==> src/rtl/des_key_sched_ctrl.sv <==
// DES key-schedule C/D rotation sequencer.
// Latches a post-PC-1 key (C||D) and presents the 16 round values of C||D, one
// per valid/ready transfer. Encrypt rotates left each round. Decrypt starts from
// the unrotated key, which equals encrypt round 15, and walks back with right
// rotations.
//
// state | meaning
// ------+---------------------------------------------------------------
// IDLE  | waiting for start; sk_round and sk_cd held at 0
// RUN   | sk_cd/sk_round valid; advance on each sk_valid & sk_ready
module des_key_sched_ctrl #(
    parameter int          HALF_W     = 28,
    parameter logic [15:0] SHIFT_MASK = 16'h8103
) (
    input  logic                  clk,
    input  logic                  rst,
    input  logic                  start,
    input  logic                  decrypt,
    input  logic [2*HALF_W-1:0]   key_cd,
    output logic                  idle,
    output logic                  sk_valid,
    input  logic                  sk_ready,
    output logic [2*HALF_W-1:0]   sk_cd,
    output logic [3:0]            sk_round,
    output logic                  done
);

    typedef enum logic {
        S_IDLE = 1'b0,
        S_RUN  = 1'b1
    } state_t;

    state_t              state, state_nxt;
    logic                mode, mode_nxt;
    logic [2*HALF_W-1:0] cd_nxt;
    logic [3:0]          round_nxt;
    logic                done_nxt;
    logic [3:0]          round_inc;
    logic [3:0]          shift_idx;
    logic                xfer;

    // Rotate one half by 1 or 2 positions in either direction.
    function automatic logic [HALF_W-1:0] rot_half(input logic [HALF_W-1:0] x,
                                                   input logic left,
                                                   input logic two);
        case ({left, two})
            2'b10:   rot_half = {x[HALF_W-2:0], x[HALF_W-1]};
            2'b11:   rot_half = {x[HALF_W-3:0], x[HALF_W-1:HALF_W-2]};
            2'b00:   rot_half = {x[0], x[HALF_W-1:1]};
            default: rot_half = {x[1:0], x[HALF_W-1:2]};
        endcase
    endfunction

    // C and D rotate independently, never carrying bits across the boundary.
    function automatic logic [2*HALF_W-1:0] rot_cd(input logic [2*HALF_W-1:0] x,
                                                   input logic left,
                                                   input logic two);
        rot_cd = {rot_half(x[2*HALF_W-1:HALF_W], left, two),
                  rot_half(x[HALF_W-1:0], left, two)};
    endfunction

    assign idle      = (state == S_IDLE);
    assign sk_valid  = (state == S_RUN);
    assign xfer      = sk_valid & sk_ready;
    assign round_inc = sk_round + 4'd1;
    // Decrypt round r undoes encrypt round 16-r, i.e. index 15 - (r-1).
    assign shift_idx = mode ? (4'd15 - sk_round) : round_inc;

    // Next-state and next-datapath logic.
    always_comb begin
        state_nxt = state;
        mode_nxt  = mode;
        cd_nxt    = sk_cd;
        round_nxt = sk_round;
        done_nxt  = 1'b0;
        case (state)
            S_IDLE: begin
                if (start) begin
                    state_nxt = S_RUN;
                    mode_nxt  = decrypt;
                    round_nxt = 4'd0;
                    cd_nxt    = decrypt ? key_cd : rot_cd(key_cd, 1'b1, ~SHIFT_MASK[0]);
                end
            end
            S_RUN: begin
                if (xfer) begin
                    if (sk_round == 4'd15) begin
                        state_nxt = S_IDLE;
                        done_nxt  = 1'b1;
                        round_nxt = 4'd0;
                        cd_nxt    = '0;
                    end else begin
                        round_nxt = round_inc;
                        cd_nxt    = rot_cd(sk_cd, ~mode, ~SHIFT_MASK[shift_idx]);
                    end
                end
            end
            default: state_nxt = S_IDLE;
        endcase
    end

    // State and datapath registers with synchronous reset.
    always_ff @(posedge clk) begin
        if (rst) begin
            state    <= S_IDLE;
            mode     <= 1'b0;
            sk_cd    <= '0;
            sk_round <= 4'd0;
            done     <= 1'b0;
        end else begin
            state    <= state_nxt;
            mode     <= mode_nxt;
            sk_cd    <= cd_nxt;
            sk_round <= round_nxt;
            done     <= done_nxt;
        end
    end

endmodule

==> config.mk <==
export PLATFORM = sky130hd
export DESIGN_NAME = des_key_sched_ctrl
export DESIGN_NICKNAME = d
export VERILOG_FILES = /design/src/rtl/des_key_sched_ctrl.sv
export SDC_FILE = /design/constraint.sdc
export NUM_CORES = 1
export LEC_CHECK = 0
export BUFFER_PORTS_ARGS = -buffer_cell sky130_fd_sc_hd__buf_2
export CORE_UTILIZATION = 50
export CTS_BUF_LIST = sky130_fd_sc_hd__clkbuf_4
export DETAILED_ROUTE_END_ITERATION = 10
export PLACE_DENSITY = 0.89
export SLEW_MARGIN = 10
export SYNTH_ARGS = -nofsm -noshare
export SYNTH_HDL_FRONTEND = slang
export SYNTH_SLANG_ARGS = --single-unit
==> constraint.sdc <==
create_clock -name clk -period 1.98 [get_ports clk]
set_input_delay 0.198 -clock clk [delete_from_list [all_inputs] [get_ports clk]]
set_output_delay 0.198 -clock clk [all_outputs]
set_load 0.02 [all_outputs]
==> impl_metrics.csv, run 1 <==
group,metric,value,unit
placed_design,place.gp.congestion,0.865,
sta,whs,72.3,ps
cells_and_area,area_growth,21.8,%
synthesis,synthesis.area,5550,um^2
die,die_w,107,um
synthesis,synth-edff-count,0,
clock_tree,cts_max_level,3,
critical_path,r2r_cells,8,
die,dieHeight,107,um
cells_and_area,final_cell_mix,"146 x nor2_1, 122 x buf_2, 96 x mux2i_1, 88 x a21oi_1, 60 x nand2_1",
sta,slew_headroom,57.4,%
placed_design,portBuffers,123,
cells_and_area,fin_nets,918,
die,rows,38,
clock_tree,clk_pin_slew,120,ps
sta,worst_slack,-117,ps
critical_path,cp.required,2300,ps
sta,setup_viol,22,
synthesis,yosysUniqueCellTypes,42,
global_route,grt_first_pass_wirelength,27000,um
global_route,grt_pass1_vias,5485,
synthesis,ys_warn_count,0,
die,start_util,51.2,%
clock_tree,cts_max_path_buffers,2,
critical_path,critical_path_peak_fanout,21,
synthesis,syn_nets,815,
min_path,hold_depth,3,
sta,rsz0062_at_grt,"true",
cells_and_area,diodes,0,
clock_tree,cts_sinks,63,
cells_and_area,fin_util,62.4,%
pwr,peakVddDrop,0.376,mV
sta,worstMarginPinSlew,639,ps
sta,clock.fmax,477,MHz
die,coreArea,10800,um^2
outcome,outcome,"finished, violations left",
critical_path,endpoint_kind,"flip-flop",
global_route,antenna_found_initial,0,
pwr,power.share.sequential,37.3,%
placed_design,post-place-ws,-79.8,ps
cells_and_area,mostFrequentLayoutCell,"nor2_1",
clock_tree,cts_tree,"done",
routing,drtPass1Iterations,5,
routing,vias,6188,
routing,drc,0,
critical_path,arrival,2420,ps
synthesis,ys_ff_latch,63,
die,ios,124,
outcome,violations,"negative setup slack",
pwr,power,4.33,mW
synthesis,ys_seq_area_share,22.7,%
placed_design,dp_hpwl,11100,um
critical_path,startpoint_type,"flip-flop",
critical_path,crit_type,"flip-flop to flip-flop",
cells_and_area,fillers,892,
pwr,power.density,640,nW/um^2
clock_tree,clockRootBuffer,"clkbuf_4",
routing,vias_per_cell,6.18,
pwr,power_frac_comb,40.8,%
pwr,p_leak,3.08,nW
run,max_cap_viol_count,0,
placed_design,dp_cells,977,
synthesis,syn_inst,753,
min_path,hp-class,"primary input to flip-flop",
cells_and_area,drive_above_1_share,29.3,%
synthesis,async_flop_share,0,%
clock_tree,cts_hold_buffers,0,
pwr,clkPwrFrac,21.9,%
pwr,power_switching_share,41.4,%
sta,finalHoldViolCount,0,
cells_and_area,finalNonFillerCells,1001,
synthesis,syn_avg_cell_area,7.37,um^2
global_route,grt_overflow,0,
global_route,track_usage,29.0,%
routing,antenna_left,0,
routing,wl,16800,um
sta,slew_viol_final,0,
synthesis,synthFlopType,"dfxtp_1",
sta,finalCriticalPeriod,2100,ps
pwr,internal_power,2.54,mW
clock_tree,cts_buffers,9,
routing,drt_first_iter_violations,512,
pwr,p_sw,1.79,mW
clock_tree,clock_latency,430,ps
routing,wl_per_cell,16.8,um
sta,finalClockSkew,25.7,ps
global_route,grt_max_degree,64,
sta,period_share,106,%
die,dieArea,11500,um^2
[kinds of logic (layout without fill, tap and decap cells)]
kind of cell	Yosys count	after routing	share of synthesized area (%)
multiplexers	119	119	23.0
buffers and inverters	74	182	6.26
AND/OR/NAND/NOR	276	276	21.0
adder cells (fa/ha/maj)	1	1	0.225
XOR/XNOR	2	2	0.451
flip-flops	63	63	22.7
AO/OA/AOI/OAI	218	218	26.4
[power groups by stage]
| stage | clock [mW] | combinational [mW] | sequential [mW] |
|---|---|---|---|
| 2_1_floorplan | 0 | 1.09 | 1.72 |
| 3_3_place_gp | 0 | 1.63 | 1.63 |
| 3_5_place_dp | 0 | 1.67 | 1.63 |
| 4_1_cts | 0.959 | 1.70 | 1.60 |
| 5_1_grt | 1.02 | 1.92 | 1.63 |
| 6_report | 0.949 | 1.77 | 1.61 |
[Yosys cell counts (5+ instances only)]
cell type	instances	area [um^2]
nor2_1	153	574
mux2i_1	96	961
a21oi_1	88	440
dfxtp_1	63	1260
nand2_1	60	225
clkbuf_1	46	173
o21ai_0	42	210
a31oi_1	28	175
nor3_1	25	125
nor2b_1	24	150
o221ai_1	23	201
mux2_4	15	225
buf_2	13	65.1
o32ai_2	12	195
o32ai_1	11	96.3
mux2_2	8	90.1
buf_6	5	56.3
[metal layers]
metal	track usage, %	vias up	wire (um)	part of all wire, %
met3	6.48	21	1430	8.5
li1	-	2925	-	-
met4	9.49	0	223	1.3
met2	47.4	330	8140	48
met1	37.7	2912	7020	42
met5	0	-	0	0
[critical path: stages (launching register included)]
cell,delay [ps]
dfxtp_4,390
ha_4,280
o21ai_2,70
or3_4,350
nand3_4,90
o21ai_4,80
buf_12,190
mux2_4,310
o32ai_2,250
[worst paths after layout]
check	startpoint	endpoint	slack [ps]
setup reg to reg	sk_round[1]	sk_cd[3]	-120
hold / removal	start	sk_valid	70
setup / recovery	sk_round[1]	sk_cd[3]	-120
hold reg to reg	sk_cd[12]	sk_cd[14]	540
[layout make-up]
cell class | instances | area (um^2) | area share [%]
Tap cell | 140 | 175 | 2.59
Multi-Input combinational cell | 616 | 4100 | 60.6
Timing Repair Buffer | 164 | 1070 | 15.8
Clock inverter | 7 | 71.3 | 1.05
Inverter | 2 | 7.51 | 0.111
Clock buffer | 9 | 67.6 | 0.999
Sequential cell | 63 | 1270 | 18.8
[sequential cells by signal, summed over array words and instances, names as in the netlist]
name / cells
done: 1
mode: 1
sk_cd: 56
sk_round: 4
sk_valid: 1
[timing repair]
item | 4_1_cts | 5_1_grt
gates resized for setup | 7 | 29
setup endpoints to repair | 41 | 56
pin swaps | 2 | 2
buffers inserted | 2 | 6
[through the flow]
stage	TNS (ps)	cell area, um^2
finish	-1470	6760
global route	-2950	6760
CTS	-1170	6660
detailed placement	-1030	6470
global placement	0	6470
floorplan	-963	5640
No activity file was read; power rests on OpenSTA's default activity.
==> inputs of run 2 (changes only) <==
==> constraint.sdc (replaced) <==
create_clock -name clk -period 1.98 [get_ports clk]
set_input_delay 0.099 -clock clk [delete_from_list [all_inputs] [get_ports clk]]
set_output_delay 0.099 -clock clk [all_outputs]
set_load 0.02 [all_outputs]
==> impl_metrics.csv, run 2 (synthesis results as in run 1) <==
group,metric,value,unit
outcome,outcome,"finished, violations left",
clock_tree,clk_pin_slew,120,ps
routing,vias,6279,
routing,vias_per_cell,6.23,
pwr,power_switching_share,38.7,%
pwr,power,4.59,mW
pwr,power.density,662,nW/um^2
sta,rsz0062_at_grt,"true",
critical_path,arrival,2380,ps
global_route,grt_overflow,0,
die,start_util,51.2,%
routing,dr_wl_met2,8110,um
min_path,hold_depth,3,
critical_path,reg2reg_to,"sk_cd[42]",
die,coreArea,10800,um^2
placed_design,dp_hpwl,10900,um
sta,worst_slack,-66.7,ps
routing,antenna_left,0,
critical_path,cp.required,2320,ps
routing,drtPass1Iterations,6,
routing,wl,17400,um
cells_and_area,post-route-cell-area,6940,um^2
cells_and_area,largest_registers,"sk_cd x56, sk_round x4",
min_path,hp-class,"primary input to flip-flop",
critical_path,r2r_cells,9,
pwr,p_sw,1.78,mW
clock_tree,cts_sinks,63,
critical_path,crit_type,"flip-flop to flip-flop",
pwr,internal_power,2.81,mW
cells_and_area,mostFrequentLayoutCell,"nor2_1",
outcome,violations,"negative setup slack",
clock_tree,cts_max_path_buffers,2,
critical_path,critical_path_peak_fanout,6,
placed_design,place.gp.congestion,0.884,
global_route,antenna_found_initial,0,
clock_tree,clock_latency,420,ps
die,dieArea,11500,um^2
die,rows,38,
sta,finalClockSkew,25.7,ps
sta,finalHoldViolCount,0,
min_path,min_to,"sk_round[1]",
routing,dr_wl_met3,1640,um
cells_and_area,drive_above_1_share,28.7,%
routing,drt_first_iter_violations,530,
pwr,clkPwrFrac,25.2,%
sta,finalCriticalPeriod,2050,ps
cells_and_area,fillers,848,
sta,slew_headroom,60.3,%
sta,slew_viol_final,0,
cells_and_area,diodes,0,
placed_design,dp_cells,978,
min_path,min_from,"sk_ready",
cells_and_area,final_cell_mix,"152 x nor2_1, 122 x buf_2, 96 x mux2i_1, 88 x a21oi_1",
placed_design,postPlaceCellArea,6480,um^2
clock_tree,clockRootBuffer,"clkbuf_4",
die,ios,124,
cells_and_area,multi_input_area,4080,um^2
cells_and_area,seq_area,1270,um^2
critical_path,r2r_setup_slack,-70,ps
pwr,peakVddDrop,0.434,mV
critical_path,r2r-start,"sk_round[0]",
die,dieHeight,107,um
global_route,grt_max_degree,64,
sta,period_share,103,%
run,max_cap_viol_count,0,
cells_and_area,largest_reg_flops,56,
cells_and_area,finalNonFillerCells,1008,
die,die_w,107,um
clock_tree,cts_max_level,3,
routing,wl_met1,7130,um
sta,clock.fmax,489,MHz
global_route,grt_pass1_vias,5510,
global_route,grt_first_pass_wirelength,26200,um
cells_and_area,largest-register,"sk_cd",
sta,setup_viol,24,
critical_path,startpoint_type,"flip-flop",
pwr,p_leak,3.19,nW
routing,top_layer,"met4",
routing,wl_per_cell,17.3,um
global_route,track_usage,28.2,%
sta,worstMarginPinSlew,595,ps
cells_and_area,fin_nets,925,
routing,drc,0,
placed_design,portBuffers,123,
pwr,power.share.sequential,35.1,%
cells_and_area,area_growth,24.9,%
critical_path,endpoint_kind,"flip-flop",
clock_tree,cts_buffers,9,
pwr,power_frac_comb,39.7,%
clock_tree,cts_tree,"done",
==> run 2: routing by layer <==
metal,vias to the layer above,GRT usage [%]
met5,-,0
met4,0,12.4
met3,58,4.60
met2,369,46.5
met1,2912,36.2
li1,2940,-
==> run 2: repair_timing <==
item,in CTS,in global routing
resized for setup,3,29
hold buffers,1,0
setup endpoints to repair,19,47
gates cloned,0,6
hold endpoints to repair,1,0
pin swaps,0,2
setup buffers,1,6
==> run 2: stage by stage <==
stage          hold WS, ps  util (%)  TNS (ps)  worst slack (ps)
5_1_grt               53.1      64.0     -2510              -126
2_1_floorplan          267         -      -963             -66.9
3_5_place_dp           408      59.7      -368             -62.0
4_1_cts               23.9      61.7      -505             -59.9
3_3_place_gp           403      59.7         0              15.8
6_report              50.1      64.0      -575             -66.7
==> run 2: how the worst max path moves through the flow <==
stage                           end        start  depth (start not counted)  slack (ps)
after global placement    sk_cd[53]  sk_round[1]                          8          20
after CTS                 sk_cd[42]  sk_round[1]                          8         -60
after floorplan           sk_cd[41]  sk_round[0]                          9         -70
final                     sk_cd[42]  sk_round[0]                          9         -70
after global routing      sk_cd[42]  sk_round[0]                          9        -130
after detailed placement  sk_cd[42]  sk_round[1]                          8         -60
==> run 2: final cells by class <==
| type | count | area share [%] |
|---|---|---|
| flip-flops and latches | 63 | 18.4 |
| clock inverters | 7 | 1.61 |
| multi-input cells | 616 | 58.8 |
| well taps | 140 | 2.52 |
| clock buffers | 9 | 0.974 |
| inverters | 2 | 0.108 |
| repair buffers | 171 | 17.7 |
==> run 2: worst max-delay path: stages, from the launching register on <==
cell and delay, ps:
dfxtp_4 380, or3_1 400, a22oi_2 140, buf_6 150, buf_6 120, inv_1 70
nand2_4 140, buf_12 140, o221ai_1 180, o32ai_4 250
==> run 2: power groups by stage <==
stage	clock network (mW)	logic, mW	registers [mW]
2_1_floorplan	0	1.09	1.72
3_3_place_gp	0	1.65	1.63
3_5_place_dp	0	1.69	1.63
4_1_cts	1.17	1.71	1.60
5_1_grt	1.22	1.96	1.63
6_report	1.16	1.82	1.61
